`src/rtl/ones_count_pkg.sv`:
```
// Shared constants for the ones_count scheduler: FSM state encoding and the
// ceiling-log2 helper used to size the total and requester-id fields.
package ones_count_pkg;

  localparam logic [0:0] ST_IDLE = 1'b0;
  localparam logic [0:0] ST_RUN  = 1'b1;

  function automatic int clog2(input int n);
    int r;
    r = 0;
    while ((1 << r) < n) r++;
    return r;
  endfunction

endpackage

```
`src/rtl/ones_count.sv`:
```
// Combinational 8-bit population counter; one instance is time-shared by the
// scheduler across all requesters.
module ones_count (
  input  logic [7:0] dat_in,
  output logic [3:0] count
);

  always_comb begin
    count = '0;
    for (int b = 0; b < 8; b++) begin
      count = count + {3'b000, dat_in[b]};
    end
  end

endmodule

```
`src/rtl/ones_count_sched.sv`:
```
// Round-robin scheduler that captures one requester's word, streams it a byte
// per cycle through the shared ones_count, and returns the tagged total.
module ones_count_sched
  import ones_count_pkg::*;
#(
  parameter  int N_REQ      = 4,
  parameter  int WORD_BYTES = 4,
  localparam int CW         = clog2(8 * WORD_BYTES + 1),
  localparam int IDW        = (clog2(N_REQ) > 1) ? clog2(N_REQ) : 1
) (
  input  logic                            clk,
  input  logic                            rst_n,
  input  logic [N_REQ-1:0]                req,
  input  logic [N_REQ*8*WORD_BYTES-1:0]   dat_in,
  output logic [N_REQ-1:0]                gnt,
  output logic                            busy,
  output logic                            done,
  output logic [IDW-1:0]                  done_id,
  output logic [CW-1:0]                   total
);

  localparam int WW   = 8 * WORD_BYTES;
  localparam int IDXW = (clog2(WORD_BYTES) > 1) ? clog2(WORD_BYTES) : 1;

  logic [0:0]       state_q, state_d;
  logic [WW-1:0]    sh_q, sh_d;
  logic [CW-1:0]    acc_q, acc_d;
  logic [IDXW-1:0]  idx_q, idx_d;
  logic [IDW-1:0]   ptr_q, ptr_d;
  logic [IDW-1:0]   id_q, id_d;
  logic [N_REQ-1:0] gnt_q, gnt_d;
  logic             busy_q, busy_d;
  logic             done_q, done_d;
  logic [IDW-1:0]   done_id_q, done_id_d;
  logic [CW-1:0]    total_q, total_d;

  logic [3:0]       byte_cnt;
  logic             found;
  logic [IDW-1:0]   win;

  ones_count u_ones_count (
    .dat_in (sh_q[7:0]),
    .count  (byte_cnt)
  );

  // Priority search starting at ptr_q and wrapping; first asserted req wins.
  always_comb begin
    int c;
    found = 1'b0;
    win   = '0;
    for (int k = 0; k < N_REQ; k++) begin
      c = int'(ptr_q) + k;
      if (c >= N_REQ) c = c - N_REQ;
      if (!found && req[c]) begin
        found = 1'b1;
        win   = IDW'(c);
      end
    end
  end

  always_comb begin
    state_d   = state_q;
    sh_d      = sh_q;
    acc_d     = acc_q;
    idx_d     = idx_q;
    ptr_d     = ptr_q;
    id_d      = id_q;
    gnt_d     = '0;
    busy_d    = busy_q;
    done_d    = 1'b0;
    done_id_d = done_id_q;
    total_d   = total_q;
    if (state_q == ST_IDLE) begin
      busy_d = 1'b0;
      if (found) begin
        sh_d       = dat_in[int'(win)*WW +: WW];
        acc_d      = '0;
        idx_d      = '0;
        gnt_d[win] = 1'b1;
        busy_d     = 1'b1;
        ptr_d      = (int'(win) == N_REQ - 1) ? '0 : win + 1'b1;
        id_d       = win;
        state_d    = ST_RUN;
      end
    end else begin
      acc_d = acc_q + CW'(byte_cnt);
      sh_d  = sh_q >> 8;
      idx_d = idx_q + 1'b1;
      if (idx_q == IDXW'(WORD_BYTES - 1)) begin
        total_d   = acc_q + CW'(byte_cnt);
        done_id_d = id_q;
        done_d    = 1'b1;
        busy_d    = 1'b0;
        state_d   = ST_IDLE;
      end
    end
  end

  always_ff @(posedge clk or negedge rst_n) begin
    if (!rst_n) begin
      state_q   <= ST_IDLE;
      sh_q      <= '0;
      acc_q     <= '0;
      idx_q     <= '0;
      ptr_q     <= '0;
      id_q      <= '0;
      gnt_q     <= '0;
      busy_q    <= 1'b0;
      done_q    <= 1'b0;
      done_id_q <= '0;
      total_q   <= '0;
    end else begin
      state_q   <= state_d;
      sh_q      <= sh_d;
      acc_q     <= acc_d;
      idx_q     <= idx_d;
      ptr_q     <= ptr_d;
      id_q      <= id_d;
      gnt_q     <= gnt_d;
      busy_q    <= busy_d;
      done_q    <= done_d;
      done_id_q <= done_id_d;
      total_q   <= total_d;
    end
  end

  assign gnt     = gnt_q;
  assign busy    = busy_q;
  assign done    = done_q;
  assign done_id = done_id_q;
  assign total   = total_q;

endmodule

```
`config.mk`:
```
export PLATFORM = sky130hd
export DESIGN_NAME = ones_count_sched
export DESIGN_NICKNAME = d
export VERILOG_FILES = /design/src/rtl/ones_count_pkg.sv /design/src/rtl/ones_count.sv /design/src/rtl/ones_count_sched.sv
export SDC_FILE = /design/constraint.sdc
export NUM_CORES = 1
export LEC_CHECK = 0
export BUFFER_PORTS_ARGS = -buffer_cell sky130_fd_sc_hd__buf_2
export CAP_MARGIN = 20
export CORE_MARGIN = 3
export CORE_UTILIZATION = 45
export DETAILED_ROUTE_END_ITERATION = 10
export MAX_ROUTING_LAYER = met4
export PLACE_DENSITY = 0.86
export SKIP_LAST_GASP = 1
export SLEW_MARGIN = 30
export SYNTH_ARGS = -nofsm -noshare
export SYNTH_HDL_FRONTEND = slang
export SYNTH_SLANG_ARGS = --single-unit
```
`constraint.sdc`:
```
create_clock -name clk -period 3.5 [get_ports clk]
set_clock_uncertainty 0.15 [all_clocks]
set_input_delay 0.7 -clock clk [delete_from_list [all_inputs] [get_ports clk]]
set_output_delay 0.7 -clock clk [all_outputs]
set_load 0.02 [all_outputs]
```
-- Yosys cells after proc, flatten, opt, wreduce, memory -nomap -nowiden
Cells that the tools add are included.
- output and inout port bits: 14
- input port bits: 134
- logic and storage cells: 95
- bits in registers: 59
- shift-type cells: 1
- multiplexer cells: 42
- add/sub/neg operators: 17
- equality and inequality tests: 3
- $lt $le $gt $ge: 10
- reductions and logical operators: 10
- bitwise logic cells: 1
- operators with widths (operator ; number):
    two-way mux 32 bit ; 6
    < comparator 32 x 4 -> 1 bit, second input constant ; 4
    indexed part select 128 x 8 -> 32 bit ; 1
    adder 4 x 1 -> 4 bit ; 6
    two-way mux 1 bit ; 20
    two-way mux 2 bit ; 7
    two-way mux 6 bit ; 2
    subtractor 3 x 3 -> 4 bit, second input constant ; 3
    greater-or-equal comparator 3 bit, second input constant ; 3
    binary-select mux 1 bit (select 2 bit) ; 4
    two-way mux 4 bit ; 2
    adder 2 x 2 -> 3 bit, second input constant ; 2
    adder 6 x 4 -> 6 bit ; 1
    adder 2 x 1 -> 2 bit, second input constant ; 2
    logical AND 1 bit ; 4
    AND reduction 2 bit ; 2
    subtractor 2 x 3 -> 4 bit, second input constant ; 1
    adder 2 x 1 -> 3 bit, second input constant ; 1
    greater-or-equal comparator 2 x 3 -> 1 bit, second input constant ; 1
    zero test 1 bit ; 3
    < comparator 2 x 3 -> 1 bit, second input constant ; 1
    adder 1 x 1 -> 2 bit ; 1
    demux 1 bit (select 2 bit) ; 1
    equality test 2 x 1 -> 1 bit, second input constant ; 1
    5 further kinds ; 5

-- Longest topological paths before layout
- depth after elaboration: 21
- mapped depth: 14
- gate-level depth less buffers: 14

-- Modules after synthesis
A second synthesis with hierarchy kept.
- cells, all modules: 332
- area, all modules: 3639.7 sq um
- by module, submodules not included (module ; instances ; sequential area each (sq um) ; cells each ; area an instance (sq um)):
    ones_count_sched ; 1 ; 1476.4 ; 308 ; 3449.6
    ones_count ; 1 ; 0.0 ; 24 ; 190.2

-- Least setup slack after synthesis
No wires, ideal clock.
- path type: register to register
- start: register sh_q[0]
- end: register total_q[5], in the netlist total[5]
- library setup time: 0.131 ns
- setup slack: -0.317 ns
- arrival: 3.536 ns
- period minus slack after synthesis: 3.817 ns
- buffers on the path: 0
- required time: 3.219 ns
- cell stages (with the launch flop): 14
- path through: dfrtp_1 -> ha_1 -> inv_1 -> fa_1 -> fa_1 -> fa_1 -> fa_1 -> inv_1 -> ha_1 -> a21o_1 -> a21o_1 -> a21oi_1 -> or3_1 -> a31oi_1
- cells in the longest elaborated chain, start to end: 8
- RTL lines (element ; RTL line ; source):
    from (decl) ; ones_count_sched.sv:26 ; logic [WW-1:0] sh_q, sh_d;
    from (signal assigned) ; ones_count_sched.sv:102 ; sh_q <= '0;
    from (signal assigned) ; ones_count_sched.sv:114 ; sh_q <= sh_d;
    adder 1 x 1 -> 2 bit ; ones_count.sv:11 ; count = count + {3'b000, dat_in[b]};
    adder 4 x 1 -> 4 bit (6 in a row) ; ones_count.sv:11 ;
    adder 6 x 4 -> 6 bit ; ones_count_sched.sv:90 ; total_d = acc_q + CW'(byte_cnt);
    to (signal assigned) ; ones_count_sched.sv:123 ; total_q <= total_d;
    to (decl) ; ones_count_sched.sv:35 ; logic [CW-1:0] total_q, total_d;
No other way between the ends.
A chain may end at the register's enable or synchronous reset.

-- Final worst setup path
- start: register sh_q[1]
- end: register total_q[4], in the netlist total[4]
Same word-level chain as after synthesis.

==> key figures <==
Status
  – Status: complete, but fails checks
  – Failing checks: setup timing

Yosys
  – Library cells used by synthesis: 40
  – Share of the synthesized area in the top cell type: 39.2%
  – Post-synth EDFFs: 0
  – Syn nets: 471
  – Top post-synthesis cells by area: dfrtp_1 (39%), mux2i_1 (17%), o221ai_2 (9.6%), a22oi_1 (4.8%), ha_1 (4.0%)
  – Primary FF master, synth: dfrtp_1
  – Synth top cells by count: mux2i_1 (65), dfrtp_1 (59), a22oi_1 (24), o221ai_2 (24), inv_1 (22)
  – Most frequent cell after synthesis: mux2i_1
  – Share of synthesized flip-flops with an asynchronous set or reset: 100%
  – Mean Syn Cell Area: 11.8 sq um
  – Yosys top cell by area: dfrtp_1
  – Post-synthesis sequential area ratio: 39.2%
  – Syn Std Cell Area: 3760 sq um
  – Synthesized instance count: 320
  – Synth warnings: 0
  – Flops & latches, synth: 59

STA
  – Fmax: 0.252 GHz
  – Fin. Hold Viols: 0
  – # setup viols final: 10
  – Final critical-path required period: 3.96 ns
  – Final Cycle Share: 113%
  – Setup slack after layout: -0.461 ns
  – Final slew viol count: 0
  – Worst Max-Slew Pin Slew: 0.826 ns
  – Relative slew slack: 44.9%
  – RSZ-0062 raised after global routing: yes
  – Setup TNS: -3.23 ns

Route
  – Post-detailed-routing wire length: 9760 um
  – DRC Markers: 0
  – Via count: 3177
  – DRT Pass-1 Iters: 5
  – First DRT Iteration DRCs: 96
  – Routed len/inst: 16.9 um
  – Vias/cell: 5.51
  – Post-route ant nets: 0

Worst hold path
  – HP Class: input port to asynchronous set/reset pin

GRT
  – Total track usage: 21.3%
  – Largest net degree at the start of global routing: 42
  – Vias in the first global route: 3387
  – Grt ovf: 0
  – First-pass GRT wire length: 15900 um
  – Initial antenna violation count: 1

Floorplan
  – Core Area: 7930 sq um
  – I/O pin total: 148
  – Die height: 97.5 um
  – Site Rows: 32
  – Initial Util: 47.5%
  – Die area: 9500 sq um
  – Die span in x: 97.5 um

Clocking
  – CTS max path bufs: 2
  – CTS buffer count: 9
  – CTS tree: done
  – H-tree levels: 3
  – Clk_lat worst skew: 0.32 ns
  – Clock Tree Root: clkbuf_8
  – Total clock sinks: 59
  – Clk slew on worst S/H paths: 0.06 ns

Final layout
  – Filler cells: 690
  – Final #Nets: 621
  – Share of layout cells above drive strength 1: 46.2%
  – Multi-input gate area: 2060 sq um
  – Area Overhead vs Synth: 27.4%
  – FF+latch area: 1480 sq um
  – Cell area after layout: 4800 sq um

Setup path
  – Arr. time, crit path: 4.02 ns
  – CP startpoint kind: register
  – Crit Path Category: register to register
  – Critical Path RT: 3.56 ns
  – Worst Path Max Fanout: 2
  – Crit. End Element: register

Power and ir drop
  – VDD IR max: 0.000342 V
  – Power per cell area: 862 nW/um^2
  – Total Power: 4.13 mW
  – Leakage: 2.43 nW

Flow run
  – Max-cap violations: 0

Placed design
  – Buffers added on ports: 147
  – DP Area: 4570 sq um
  – Pre-CTS WS: -0.467 ns
  – Routability Congestion: 0.876
  – Hpwl dp: 7560 um
==> path summary, 6_finish.rpt <==
path	from	end	slack, ns	cells past startpoint
setup / recovery	sh_q[1]	total[4]	-0.46	13
hold / removal	rst_n	gnt[3]	0.32	1
setup reg to reg	sh_q[1]	total[4]	-0.46	13
hold reg to reg	id_q[0]	id_q[0]	0.33	2
max in group asynchronous	rst_n	ptr_q[1]	2.06	2
min in group clk	id_q[0]	id_q[0]	0.33	2
==> per-layer routing <==
metal / vias to the layer above / track usage, % / share of wire (%)
li1: 1504 / - / -
met1: 1519 / 25.2 / 40
met2: 133 / 34.6 / 51
met3: 21 / 4.95 / 6.4
met4: 0 / 9.37 / 2.5
met5: - / - / 0
==> flip-flops by register name, indices dropped and copies added, names as in the netlist <==
register / cells
sh_q: 32
acc_q: 6
total: 6
gnt: 4
done_id: 2
id_q: 2
idx_q: 2
ptr_q: 2
busy: 1
done: 1
state_q: 1
==> metrics by stage <==
step / std cells / hold WS [ns] / utilization [%]
floorplan: 320 / 0.254 / -
global placement: 557 / 0.307 / 57.6
detailed placement: 557 / 0.316 / 57.6
CTS: 575 / 0.332 / 60.0
global route: 577 / 0.365 / 60.5
finish: 577 / 0.324 / 60.5
==> worst max-delay path: stages (launching register included) <==
cell and delay, ns:
dfrtp_1 0.41, ha_4 0.28, inv_2 0.03, fa_1 0.50
fa_1 0.45, fa_2 0.38, fa_1 0.47, buf_6 0.14
fa_2 0.37, inv_2 0.05, a21o_1 0.12, a21oi_2 0.07
xnor2_2 0.15, mux2_4 0.26
==> area by class of cell <==
cell class,count,area share (%)
Multi-Input combinational cell,214,42.9
Sequential cell,59,30.8
Timing Repair Buffer,163,18.4
Clock buffer,12,3.03
Tap cell,102,2.66
Inverter,23,1.83
Clock inverter,3,0.313
Antenna cell,1,0.0522
==> layout by cell type (no fill, tap or decap), types with 2 or more instances in the layout <==
cell type,count
xnor2_1,2
o21ai_0,4
fa_1,3
a22oi_1,24
clkbuf_1,2
dfrtp_1,59
a221oi_1,2
inv_1,20
a22o_1,5
mux2_2,4
nand2_1,13
clkinv_2,4
buf_4,13
o221ai_2,24
and2_1,5
a21oi_2,2
buf_2,147
nor2b_1,2
a21o_1,3
clkbuf_8,10
fa_2,2
a2bb2oi_1,8
o21ai_1,9
nor2_1,4
mux2i_1,65
mux2_4,2
buf_12,2
inv_2,2
ha_1,11
==> kinds of logic (layout without fill, tap and decap cells) <==
logic type	Yosys count	count (layout)	synth area share [%]
AO/OA/AOI/OAI	91	91	22.4
XOR/XNOR	4	4	0.931
multiplexers	71	71	19.1
flip-flops	59	59	39.2
adder cells (fa/ha/maj)	17	17	6.65
buffers and inverters	47	201	7.61
AND/OR/NAND/NOR	31	31	4.09
other	0	1	0
==> power by group <==
group / leakage (nW) / internal, mW / switching, mW
clock network: 0.0860 / 0.269 / 0.245
registers: 0.764 / 0.958 / 0.205
logic: 1.58 / 1.24 / 1.22
total: 2.43 / 2.46 / 1.67
==> timing repair <==
| item | 4_1_cts | 5_1_grt |
|---|---|---|
| hold buffers | 0 | 0 |
| endpoints found under the setup margin | 8 | 10 |
| pin swaps | 4 | 6 |
| setup buffers | 3 | 1 |
| resized for setup | 3 | 8 |
Power figures use the tool's default switching activity.
